<file path="src/rtl/div_fixed_complex_seq_pkg.sv">
// -----------------------------------------------------------------------------
// fixed_pkg
// Shared constants, FSM state type and sign/saturation helper for the
// iterative fixed-point complex divider.
//
// Optional feature macro: DIV_FIXED_ROUND_EN
//   undefined : W quotient iterations, magnitude truncated toward zero
//   defined   : W+1 iterations (extra guard bit), round half away from zero
//
// Contents:
//   QI, QF        integer / fractional bits of the Q(QI.QF) format
//   W             operand / result width
//   NW            signed numerator width (a*conj(b) component)
//   DW            dividend width (|N| shifted by the fractional bits)
//   NITER         quotient bits produced per operation
//   RW            working width of the remainder and shifted divisor
//   state_e       IDLE / PREP / DIV / DONE
//   sign_sat()    applies sign and saturation to an unsigned magnitude
// -----------------------------------------------------------------------------
package fixed_pkg;

  localparam int QI = 3;
  localparam int QF = 3;
  localparam int W  = QI + QF;
  localparam int NW = 2*W + 1;
  localparam int DW = 2*W + QF + 1;

`ifdef DIV_FIXED_ROUND_EN
  localparam int NITER = W + 1;
`else
  localparam int NITER = W;
`endif

  // Left shift applied to |N| to form the dividend (one extra bit when a
  // guard bit is produced).
  localparam int DSH  = QF + NITER - W;
  // Room for the dividend and for the divisor shifted up by W.
  localparam int RW   = DW + W + 1;
  localparam int CNTW = $clog2(NITER);

  // Largest magnitudes representable for positive / negative results.
  localparam logic [W:0]   MAG_POS_MAX = (W+1)'(2**(W-1) - 1);
  localparam logic [W:0]   MAG_NEG_MAX = (W+1)'(2**(W-1));
  localparam logic [W-1:0] Y_SAT_POS   = {1'b0, {(W-1){1'b1}}};
  localparam logic [W-1:0] Y_SAT_NEG   = {1'b1, {(W-1){1'b0}}};

  typedef enum logic [1:0] {
    IDLE = 2'd0,
    PREP = 2'd1,
    DIV  = 2'd2,
    DONE = 2'd3
  } state_e;

  // Returns {saturated, y}. pre_sat forces saturation even when the
  // magnitude itself looks in range (quotient bits are meaningless then).
  function automatic logic [W:0] sign_sat(input logic       neg,
                                          input logic [W:0] mag,
                                          input logic       pre_sat);
    logic [W:0] res;
    if (!neg) begin
      if (pre_sat || (mag > MAG_POS_MAX)) res = {1'b1, Y_SAT_POS};
      else                                res = {1'b0, mag[W-1:0]};
    end else begin
      if (pre_sat || (mag > MAG_NEG_MAX)) res = {1'b1, Y_SAT_NEG};
      else                                res = {1'b0, W'(-mag)};
    end
    return res;
  endfunction

endpackage

</file>
<file path="src/rtl/div_fixed_complex_seq_step.sv">
// -----------------------------------------------------------------------------
// div_restoring_step
// Combinational one-bit restoring division step: if the partial remainder is
// at least the (already shifted) divisor, subtract it and emit a 1.
//
// Ports:
//   rem_i   partial remainder in
//   div_i   divisor aligned to the current quotient bit
//   rem_o   partial remainder out
//   q_o     quotient bit
// -----------------------------------------------------------------------------
module div_restoring_step #(
  parameter int SW = 8
) (
  input  logic [SW-1:0] rem_i,
  input  logic [SW-1:0] div_i,
  output logic [SW-1:0] rem_o,
  output logic          q_o
);

  always_comb begin
    rem_o = rem_i;
    q_o   = 1'b0;
    if (rem_i >= div_i) begin
      rem_o = rem_i - div_i;
      q_o   = 1'b1;
    end
  end

endmodule

</file>
<file path="src/rtl/div_fixed_complex_seq.sv">
// -----------------------------------------------------------------------------
// div_fixed_complex_seq
// Iterative fixed-point complex divider y = a / b on signed Q(QI.QF) values.
// Forms a*conj(b) and |b|^2, then runs two restoring divisions (Re, Im) in
// parallel, one quotient bit per cycle.
//
// Optional feature macro: DIV_FIXED_ROUND_EN (guard bit + round half away
// from zero, one extra cycle of latency). Default build truncates.
//
// Ports:
//   clk, rst_n          clock, synchronous active-low reset
//   in_valid / in_ready operand handshake (a_Re, a_Im, b_Re, b_Im)
//   out_valid/out_ready result handshake  (y_Re, y_Im, bad_rep, div_by_zero)
//   bad_rep             at least one component saturated
//   div_by_zero         b was 0+0j (y forced to 0)
//   dbg_state_o         current FSM state
//
// Handshake: a transfer happens on a rising edge where valid and ready are
// both high. in_ready is high only in IDLE; out_valid is high only in DONE and
// the result is held stable until out_ready is seen, so one operation is in
// flight at a time. out_ready is ignored outside DONE.
//
// Latency: acceptance at edge k -> out_valid high after edge k+NITER+2
// (PREP edge, NITER iteration edges, one sign/saturation edge).
// -----------------------------------------------------------------------------
module div_fixed_complex_seq
  import fixed_pkg::*;
(
  input  logic                clk,
  input  logic                rst_n,
  input  logic                in_valid,
  output logic                in_ready,
  input  logic signed [W-1:0] a_Re,
  input  logic signed [W-1:0] a_Im,
  input  logic signed [W-1:0] b_Re,
  input  logic signed [W-1:0] b_Im,
  output logic                out_valid,
  input  logic                out_ready,
  output logic signed [W-1:0] y_Re,
  output logic signed [W-1:0] y_Im,
  output logic                bad_rep,
  output logic                div_by_zero,
  output state_e              dbg_state_o
);

  state_e                 state_q;
  logic                   in_ready_q, out_valid_q, bad_q, dz_out_q;
  logic signed [W-1:0]    y_re_q, y_im_q;
  logic signed [W-1:0]    a_re_q, a_im_q, b_re_q, b_im_q;
  logic [RW-1:0]          rem_re_q, rem_im_q;
  logic [NW-1:0]          den_q;
  logic                   sign_re_q, sign_im_q, sat_re_q, sat_im_q, dz_q;
  logic [NITER-1:0]       q_re_q, q_im_q;
  logic [CNTW-1:0]        cnt_q;
  logic                   fin_q;

  // PREP datapath: numerators, denominator, magnitudes, pre-checks.
  logic signed [NW-1:0]   are_x, aim_x, bre_x, bim_x;
  logic signed [NW-1:0]   n_re_c, n_im_c, d_s_c;
  logic [NW-1:0]          nmag_re_c, nmag_im_c, den_c;
  logic [RW-1:0]          dvd_re_c, dvd_im_c, den_w_c;
  logic                   sat_re_c, sat_im_c;

  always_comb begin
    are_x     = NW'(a_re_q);
    aim_x     = NW'(a_im_q);
    bre_x     = NW'(b_re_q);
    bim_x     = NW'(b_im_q);
    n_re_c    = are_x * bre_x + aim_x * bim_x;
    n_im_c    = aim_x * bre_x - are_x * bim_x;
    d_s_c     = bre_x * bre_x + bim_x * bim_x;
    den_c     = $unsigned(d_s_c);
    nmag_re_c = n_re_c[NW-1] ? $unsigned(-n_re_c) : $unsigned(n_re_c);
    nmag_im_c = n_im_c[NW-1] ? $unsigned(-n_im_c) : $unsigned(n_im_c);
    dvd_re_c  = RW'(nmag_re_c) << DSH;
    dvd_im_c  = RW'(nmag_im_c) << DSH;
    den_w_c   = RW'(den_c);
    // Quotient would not fit in W integer+fraction bits.
    sat_re_c  = (RW'(nmag_re_c) << QF) >= (den_w_c << W);
    sat_im_c  = (RW'(nmag_im_c) << QF) >= (den_w_c << W);
  end

  // DIV datapath: divisor aligned to the current quotient bit.
  logic [RW-1:0] dsh_c;
  logic [RW-1:0] rem_re_d, rem_im_d;
  logic          qb_re, qb_im;

  assign dsh_c = RW'(den_q) << cnt_q;

  div_restoring_step #(.SW(RW)) u_step_re (
    .rem_i (rem_re_q),
    .div_i (dsh_c),
    .rem_o (rem_re_d),
    .q_o   (qb_re)
  );

  div_restoring_step #(.SW(RW)) u_step_im (
    .rem_i (rem_im_q),
    .div_i (dsh_c),
    .rem_o (rem_im_d),
    .q_o   (qb_im)
  );

  // Exit from DIV: magnitude, then sign and saturation.
  logic [W:0] mag_re_c, mag_im_c;
  logic [W:0] fin_re_c, fin_im_c;

  always_comb begin
`ifdef DIV_FIXED_ROUND_EN
    mag_re_c = (W+1)'(((W+2)'(q_re_q) + (W+2)'(1)) >> 1);
    mag_im_c = (W+1)'(((W+2)'(q_im_q) + (W+2)'(1)) >> 1);
`else
    mag_re_c = (W+1)'(q_re_q);
    mag_im_c = (W+1)'(q_im_q);
`endif
    fin_re_c = sign_sat(sign_re_q, mag_re_c, sat_re_q);
    fin_im_c = sign_sat(sign_im_q, mag_im_c, sat_im_q);
  end

  always_ff @(posedge clk) begin
    if (!rst_n) begin
      state_q     <= IDLE;
      in_ready_q  <= 1'b1;
      out_valid_q <= 1'b0;
      y_re_q      <= '0;
      y_im_q      <= '0;
      bad_q       <= 1'b0;
      dz_out_q    <= 1'b0;
      a_re_q      <= '0;
      a_im_q      <= '0;
      b_re_q      <= '0;
      b_im_q      <= '0;
      rem_re_q    <= '0;
      rem_im_q    <= '0;
      den_q       <= '0;
      sign_re_q   <= 1'b0;
      sign_im_q   <= 1'b0;
      sat_re_q    <= 1'b0;
      sat_im_q    <= 1'b0;
      dz_q        <= 1'b0;
      q_re_q      <= '0;
      q_im_q      <= '0;
      cnt_q       <= '0;
      fin_q       <= 1'b0;
    end else begin
      case (state_q)
        IDLE: begin
          if (in_valid && in_ready_q) begin
            a_re_q     <= a_Re;
            a_im_q     <= a_Im;
            b_re_q     <= b_Re;
            b_im_q     <= b_Im;
            in_ready_q <= 1'b0;
            state_q    <= PREP;
          end
        end
        PREP: begin
          rem_re_q  <= dvd_re_c;
          rem_im_q  <= dvd_im_c;
          den_q     <= den_c;
          sign_re_q <= n_re_c[NW-1];
          sign_im_q <= n_im_c[NW-1];
          sat_re_q  <= sat_re_c;
          sat_im_q  <= sat_im_c;
          dz_q      <= (den_c == '0);
          q_re_q    <= '0;
          q_im_q    <= '0;
          cnt_q     <= CNTW'(NITER - 1);
          fin_q     <= 1'b0;
          state_q   <= DIV;
        end
        DIV: begin
          if (!fin_q) begin
            rem_re_q <= rem_re_d;
            rem_im_q <= rem_im_d;
            q_re_q   <= {q_re_q[NITER-2:0], qb_re};
            q_im_q   <= {q_im_q[NITER-2:0], qb_im};
            if (cnt_q == '0) fin_q <= 1'b1;
            else             cnt_q <= cnt_q - 1'b1;
          end else begin
            if (dz_q) begin
              y_re_q   <= '0;
              y_im_q   <= '0;
              bad_q    <= 1'b0;
              dz_out_q <= 1'b1;
            end else begin
              y_re_q   <= fin_re_c[W-1:0];
              y_im_q   <= fin_im_c[W-1:0];
              bad_q    <= fin_re_c[W] | fin_im_c[W];
              dz_out_q <= 1'b0;
            end
            out_valid_q <= 1'b1;
            state_q     <= DONE;
          end
        end
        DONE: begin
          if (out_ready) begin
            out_valid_q <= 1'b0;
            in_ready_q  <= 1'b1;
            state_q     <= IDLE;
          end
        end
        default: begin
          out_valid_q <= 1'b0;
          in_ready_q  <= 1'b1;
          state_q     <= IDLE;
        end
      endcase
    end
  end

  assign in_ready    = in_ready_q;
  assign out_valid   = out_valid_q;
  assign y_Re        = y_re_q;
  assign y_Im        = y_im_q;
  assign bad_rep     = bad_q;
  assign div_by_zero = dz_out_q;
  assign dbg_state_o = state_q;

endmodule

</file>
<file path="config.mk">
export PLATFORM = sky130hd
export DESIGN_NAME = div_fixed_complex_seq
export DESIGN_NICKNAME = d
export VERILOG_FILES = /design/src/rtl/div_fixed_complex_seq_pkg.sv /design/src/rtl/div_fixed_complex_seq_step.sv /design/src/rtl/div_fixed_complex_seq.sv
export SDC_FILE = /design/constraint.sdc
export NUM_CORES = 1
export LEC_CHECK = 0
export ABC_AREA = 1
export CORE_ASPECT_RATIO = 0.75
export CORE_MARGIN = 5
export CORE_UTILIZATION = 50
export CTS_CLUSTER_DIAMETER = 80
export DETAILED_ROUTE_END_ITERATION = 16
export PLACE_DENSITY = 0.66
export SLEW_MARGIN = 20
export SYNTH_ARGS = -nofsm -noshare
export SYNTH_HDL_FRONTEND = slang
export SYNTH_HIERARCHICAL = 1
export SYNTH_SLANG_ARGS = --single-unit
</file>
<file path="constraint.sdc">
create_clock -name clk -period 9.3 [get_ports clk]
set_clock_uncertainty 0.2 [all_clocks]
set_input_delay 1.86 -clock clk [delete_from_list [all_inputs] [get_ports clk]]
set_output_delay 1.86 -clock clk [all_outputs]
set_load 0.005 [all_outputs]
</file>
# Word-level counts from Yosys, hierarchy flattened
# Index checks and enable logic that the tools add are counted.
[classes]
addsub = 10
multipliers = 6
magnitude_cmp = 8
n_eq_ne = 10
shifts = 1
muxes = 40
bitwise_logic = 1
reduce_logical = 20
[ops]
columns = ["cell", "count"]
rows = [
  ["$mux W23", 4],
  ["$pmux W23 S2", 2],
  ["$mul A6 B6 Y12", 6],
  ["$ge A23 B23 Y1", 2],
  ["$sub A23 B23 Y23", 2],
  ["$mux W7", 6],
  ["$ge A16 B19 Y1", 2],
  ["$add A12 B12 Y13", 2],
  ["$mux W13", 2],
  ["$neg A13 Y13", 2],
  ["$mux W6", 4],
  ["$pmux W6 S2", 2],
  ["$shl A13 B3 Y23", 1],
  ["$reduce_and A3 Y1", 6],
  ["$logic_not A13 Y1", 1],
  ["$sub A12 B12 Y13", 1],
  ["$gt A6 B5 Y1 const B", 2],
  ["$gt A6 B6 Y1 const B", 2],
  ["$neg A6 Y6", 2],
  ["$mux W1", 10],
  ["$ne A2 B2 Y1 const B", 5],
  ["$pmux W2 S4", 1],
  ["$mux W2", 3],
  ["$mux W3", 2],
  ["other kinds (13)", 24],
]
[totals]
reg_bits = 122
input_bits = 28
output_inout_bits = 18
word_cells = 119

# Logic depth before layout (Yosys ltp)
# Gate-level depths: netlist (run 1).
[logic_depth]
ltp_word = 6
ltp_mapped = 38
mapped_depth_nobuf = 37

# Cells and area by module
# The synthesis (run 1) kept the hierarchy.
[modules_own_cells]
columns = ["mod", "n_inst", "cells_each", "area_each_um2", "seq_area_each_um2"]
rows = [
  ["div_fixed_complex_seq", 1, 2082, 15573.7, 2442.3],
  ["div_restoring_step", 2, 451, 2362.3, 0.0],
]

# Worst setup path before layout (run 1)
# Ideal clock, no wire load.
[synth_timing]
path_kind = "register -> register"
start = "reg b_re_q[2]"
end = "reg sat_im_q"
setup_time_ns = 0.119
t_arrival_ns = 6.428
required_time_ns = 8.981
setup_slack_ns = 2.553
path_stages_with_launch = 31
n_path_buf = 2
period_less_slack_ns = 6.747
path_cell_list = "dfxtp_1 -> clkbuf_1 -> clkbuf_1 -> nand2_1 -> fa_1 -> fa_1 -> inv_1 -> fa_1 -> inv_1 -> fa_1 -> inv_1 -> fa_1 -> ha_1 -> ha_1 -> inv_1 -> nor3_1 -> nand3_1 -> nand3_1 -> nand3_2 -> nand2_4 -> inv_4 -> o21ai_0 -> inv_1 -> ha_1 -> a21oi_1 -> o21ai_0 -> a21o_1 -> a21oi_1 -> o21ai_0 -> nand2_1 -> a21oi_1"
[synth_between]
elab_chain_cells = 5
elab_cells_between_ends = 7
cone_classes = "3 x add/sub; 2 x mul; 1 x order compare; 1 x mux"
[synth_lines]
columns = ["item", "line", "rtl"]
rows = [
  ["start: declaration", "div_fixed_complex_seq.sv:49", "logic signed [W-1:0] a_re_q, a_im_q, b_re_q, b_im_q;"],
  ["start signal: assignment", "div_fixed_complex_seq.sv:151", "b_re_q <= b_Re;"],
  ["$mul A6 B6 Y12", "div_fixed_complex_seq.sv:70", "n_im_c = aim_x * bre_x - are_x * bim_x;"],
  ["$sub A12 B12 Y13", "div_fixed_complex_seq.sv:70", ""],
  ["$neg A13 Y13", "div_fixed_complex_seq.sv:74", "nmag_im_c = n_im_c[NW-1] ? $unsigned(-n_im_c) : $unsigned(n_im_c);"],
  ["$mux W13", "div_fixed_complex_seq.sv:74", ""],
  ["$ge A16 B19 Y1 (*)", "div_fixed_complex_seq.sv:80", "sat_im_c = (RW'(nmag_im_c) << QF) >= (den_w_c << W);"],
  ["end signal: assignment", "div_fixed_complex_seq.sv:164", "sat_im_q <= sat_im_c;"],
  ["end: declaration", "div_fixed_complex_seq.sv:52", "logic sign_re_q, sign_im_q, sat_re_q, sat_im_q, dz_q;"],
]
# Mark *: on every way between the ends. The rest lies on a longest branch, timed or not.
# A chain may end at the register's enable or synchronous reset.

# Final worst setup path (run 1)
# Ends and elaborated chain as after synthesis.

==> metrics, run 1 <==
RSZ-0062 raised after global routing false; top cells by area, synth fa_1, nand2_1, ha_1; Final period util 81.4%; gp weighted congestion between 0.9 and 1; core area about 40,000 um^2; vias in the first global route 18,300; Yosys top cell by area fa_1; Post-DP HPWL 43,800 um; largest net degree at the start of global routing 59; Post-synth ARST share 0%; clock sinks 122; number of flops mapped to enable cells by yosys 0; max-cap check violation count 0; Wirelength per Cell 15.4 um; vias post-DR 18,100; initial antenna violation count 1; Post-Synthesis Cells about 3,000; Startpoint Class register; final hold vios 0; total gr overflow 0; HP Class reg -> reg; Residual DRC 0; Die H 184 um; Relative slew margins 27.5%; fmax 132 MHz; post-synth top area share 20.4%; slowest CP cell dfxtp_1; Max stage delay on crit path 0.87 ns; CP max FO 19; crit path DAT 7.71 ns; maximum root-to-sink buffer count 2; Total Nets Final between 3,000 and 4,000; 1st-iter DRT viols 1,470; CTS tree done; DIE WIDTH 243 um; vias per cell between 5 and 6; worst slew pin tran 1.08 ns; Main synth FF type dfxtp_1; Netlist Area Pre-Place 20,300 um^2; post-synthesis sequential area ratio between 10% and 20%; Unique masters post-synth 54; H-tree depth 4; CP Class reg -> reg; # diodes 0; Routed Antenna Nets 0; # hold bufs at CTS 0; area grow syn2layout 6.52%; outcome completed; clk root buf clkbuf_16; final WL 53,900 um; setup TNS 0 ns; Max Slew Vio Count 0; Ports 46; I/O Buffers 45; Setup violations, final 0; post-CTS resize count 0; clk_lat worst skew 0.46 ns; DR pass1 iterations 5; setup bufs post-CTS 0; CTS buffer count 17; Initial Utilization 51.0%; All-Layer GR Usage 24.9%; Worst-path clk slew 0.07 ns; first-pass GRT wire length just over 90,000 um; CP endpoint kind register; Worst Path Required 9.43 ns; Mean Syn Cell Area 6.80 um^2; Tmin final between 7 and 8 ns; Syn. warnings 6; die area 44,800 um^2; Synth Register Bits 122; Rows 63; layout cells sized above 1 6.51%; WHS 0.264 ns
registers in the layout (all words and copies together), names as in the netlist, 6 cells and up:
| register | count |
|---|---|
| rem_im_q | 23 |
| rem_re_q | 23 |
| den_q | 13 |
| a_im_q | 6 |
| a_re_q | 6 |
| b_im_q | 6 |
| b_re_q | 6 |
| q_im_q | 6 |
| q_re_q | 6 |
| y_Im | 6 |
| y_Re | 6 |
final timing paths:
check / start / to / slack, ns / depth (start not counted)
worst max register to register: b_re_q[2] / sat_im_q / 1.73 / 28
worst max-delay path: b_re_q[2] / sat_im_q / 1.73 / 28
worst min-delay path: rem_re_q[0] / rem_re_q[0] / 0.26 / 2
worst min register to register: rem_re_q[0] / rem_re_q[0] / 0.26 / 2
per-layer routing:
metal | vias up | share of wire, % | routed length, um | GRT usage (%)
met2 | 440 | 41 | 22300 | 38.1
met4 | 0 | 0.97 | 522 | 4.08
li1 | 9019 | - | - | -
met5 | - | 0 | 0 | 0
met3 | 41 | 6.9 | 3720 | 4.48
met1 | 8624 | 51 | 27400 | 37.7
cells in the mapped netlist (3+ instances only):
cell,number
clkbuf_1,75
nand4_1,21
a21o_1,3
inv_1,679
xnor2_1,22
a211oi_1,3
clkinv_1,4
a21oi_2,7
or2_2,6
nand3_2,32
nor3_1,16
o21ai_0,128
nand3b_1,17
buf_1,5
and2_1,3
xor2_1,46
nand3_1,139
o21ai_2,17
nand2_2,37
nor2_4,11
ha_1,204
buf_2,5
a31oi_1,6
fa_1,207
o211ai_1,16
buf_6,3
nor2_1,119
dfxtp_1,122
inv_2,12
buf_12,4
a21oi_1,157
nand2_4,3
nand2_1,811
nor2_2,9
o21ai_1,6
a21boi_0,3
placed cells by master, fill, tap and decap left out, types with 14 or more instances in the layout:
| cell | Yosys | final |
|---|---|---|
| inv_2 | 12 | 14 |
| nor3_1 | 16 | 16 |
| dfxtp_1 | 122 | 122 |
| xnor2_1 | 22 | 22 |
| nor2_1 | 119 | 117 |
| xor2_1 | 46 | 46 |
| nand2_1 | 811 | 811 |
| clkbuf_16 | 0 | 17 |
| inv_1 | 679 | 676 |
| nand3_2 | 32 | 33 |
| o21ai_2 | 17 | 17 |
| nand4_1 | 21 | 21 |
| o21ai_0 | 128 | 128 |
| ha_1 | 204 | 204 |
| fa_1 | 207 | 207 |
| nand3_1 | 139 | 138 |
| nand3b_1 | 17 | 17 |
| nand2_2 | 37 | 37 |
| clkdlybuf4s50_1 | 0 | 44 |
| o211ai_1 | 16 | 16 |
| a21oi_1 | 157 | 157 |
stage by stage:
step	instances	area [um^2]	setup slack (ns)	utilization, %
6_report	3501	21600	1.73	54.3
4_1_cts	3501	21600	1.72	54.3
2_1_floorplan	2989	20300	2.55	-
5_1_grt	3501	21600	1.15	54.3
3_3_place_gp	3470	21000	1.88	52.8
3_5_place_dp	3470	21000	1.77	52.8
cell families after synthesis:
kind of cell | share of synthesized area (%)
buffers and inverters | 15.3
AO/OA/AOI/OAI | 9.71
other | 0.0185
flip-flops | 12.0
XOR/XNOR | 3.17
adder cells (fa/ha/maj) | 33.0
AND/OR/NAND/NOR | 26.8
critical path: cells and delay by family, from the launching register on:
kind | cells | cell delay (ns)
AO/OA/AOI/OAI | 7 | 0.89
buffers and inverters | 6 | 0.52
AND/OR/NAND/NOR | 7 | 1.20
flip-flops | 1 | 0.87
adder cells (fa/ha/maj) | 8 | 3.74
layout make-up:
| cell class | instances | area [um^2] |
|---|---|---|
| timing repair buffer | 57 | 536 |
| clock buffer | 17 | 425 |
| inverter | 696 | 2620 |
| sequential | 122 | 2440 |
| fill | 3960 | 18200 |
| multi-input combinational | 2075 | 14800 |
| clock inverter | 14 | 161 |
| tap | 520 | 651 |
Power of run 1 is left out: the tool's default activity adds up to more than one toggle a clock period on the data nets, which glitch-free logic cannot reach.
==> run 2, diff against run 1 <==
==> constraint.sdc (replaced) <==
create_clock -name clk -period 7.75 [get_ports clk]
set_clock_uncertainty 0.2 [all_clocks]
set_input_delay 1.55 -clock clk [delete_from_list [all_inputs] [get_ports clk]]
set_output_delay 1.55 -clock clk [all_outputs]
set_load 0.005 [all_outputs]
==> metrics, run 2 (synthesis gave the netlist of run 1 again) <==
total gr overflow 0; Rows 63; Startpoint Class register; Residual DRC 0; Final period util 92.5%; vias per cell 5.19; setup TNS 0 ns; Initial Utilization between 50% and 60%; CTS tree done; clk_lat worst skew 0.46 ns; 1st-iter DRT viols between 1,500 and 2,000; Max stage delay on crit path 0.69 ns; CTS buffer count 17; final WL 55,100 um; HP Class reg -> reg; DR pass1 iterations 6; initial antenna violation count 1; slowest CP cell fa_1; vias post-DR 18,300; multi-input gate area in the final layout 14,800 um^2; # diodes 0; area grow syn2layout 7.26%; largest net degree at the start of global routing 59; fmax 139 MHz; All-Layer GR Usage 25.6%; crit path DAT approximately 7.3 ns; Total Nets Final 3,427; most frequent cells in the layout nand2_1, inv_1, fa_1, ha_1, a21oi_1; Post-DP HPWL 45,200 um; core area ~40,000 um^2; outcome completed; vias in the first global route ~18,000; biggest regs rem_im_q x23, rem_re_q x23, den_q x13; maximum root-to-sink buffer count 2; clk root buf clkbuf_16; setup bufs post-CTS 0; worst slew pin tran ~1.1 ns; final hold vios 0; I/O Buffers 45; Worst Path Required roughly 7.9 ns; Max Slew Vio Count 0; RSZ-0062 raised after global routing false; FF/Latch Area 2440 um^2; Wirelength per Cell 15.7 um; CP Class reg -> reg; WHS 0.266 ns; max-cap check violation count 0; Tmin final 7.17 ns; clock sinks 122; DIE WIDTH 243 um; H-tree depth 4; first-pass GRT wire length 93,900 um; CP endpoint kind register; CP max FO 16; Final Util 54.7%; Worst-path clk slew around 0.070 ns; gp weighted congestion between 0.9 and 1; die area 44,800 um^2; Routed Antenna Nets 0; Setup violations, final 0; Relative slew margins 29.4%; most common cell after layout, fill and taps aside nand2_1; Die H 184 um; layout cells sized above 1 between 7 and 8%; Ports 46; total of fill cells in the finished design 3,871
[run 2: cell count changes in the layout (fill, tap and decap cells not counted), sizes merged]
cell	change
buf	+19
bufinv	-1
clkinv	-2
clkinvlp	-2
inv	+6
[run 2: cell type report]
| class | count | area share [%] |
|---|---|---|
| Multi-Input combinational cell | 2075 | 67.9 |
| Inverter | 696 | 12.0 |
| Sequential cell | 122 | 11.2 |
| Timing Repair Buffer | 76 | 3.11 |
| Tap cell | 520 | 2.99 |
| Clock buffer | 17 | 1.95 |
| Clock inverter | 15 | 0.764 |
[run 2: per-layer routing]
layer	up-vias	wire length, um	track usage [%]
met5	-	0	0
met4	0	622	4.61
met3	40	3100	3.35
met2	442	22800	38.8
met1	8704	28600	39.6
li1	9072	-	-
[run 2: worst paths after layout]
check | start | to | slack (ns) | depth (start not counted)
worst max-delay path | a_im_q[5] | sat_im_q | 0.58 | 28
worst min-delay path | y_Im[3] | y_Im[3] | 0.27 | 2
worst min register to register | y_Im[3] | y_Im[3] | 0.27 | 2
worst max register to register | a_im_q[5] | sat_im_q | 0.58 | 28
[run 2: what timing repair did]
action | 4_1_cts | 5_1_grt
setup endpoints to repair | 0 | 2
endpoints found under the hold margin | 0 | 0
hold buffers | 0 | 0
gates resized for setup | 0 | 2
[run 2: per-stage QoR]
| stage | area, um^2 | worst slack (ns) | std cells |
|---|---|---|---|
| after CTS | 21800 | 0.518 | 3521 |
| after floorplan | 20300 | 1.00 | 2989 |
| final | 21800 | 0.579 | 3521 |
| after global placement | 21200 | 0.707 | 3489 |
| after global routing | 21800 | 0.00899 | 3521 |
| after detailed placement | 21200 | 0.552 | 3489 |
[run 2: worst max-delay path: cells and delay by family (launching register included)]
family	cells	cell delay [ns]
adders and majority gates	8	3.71
and+or+nand+nor	7	1.07
AOI/OAI and AO/OA	7	0.94
buffers and inverters	6	0.47
DFF	1	0.64
Power of run 2 is left out for the same reason.
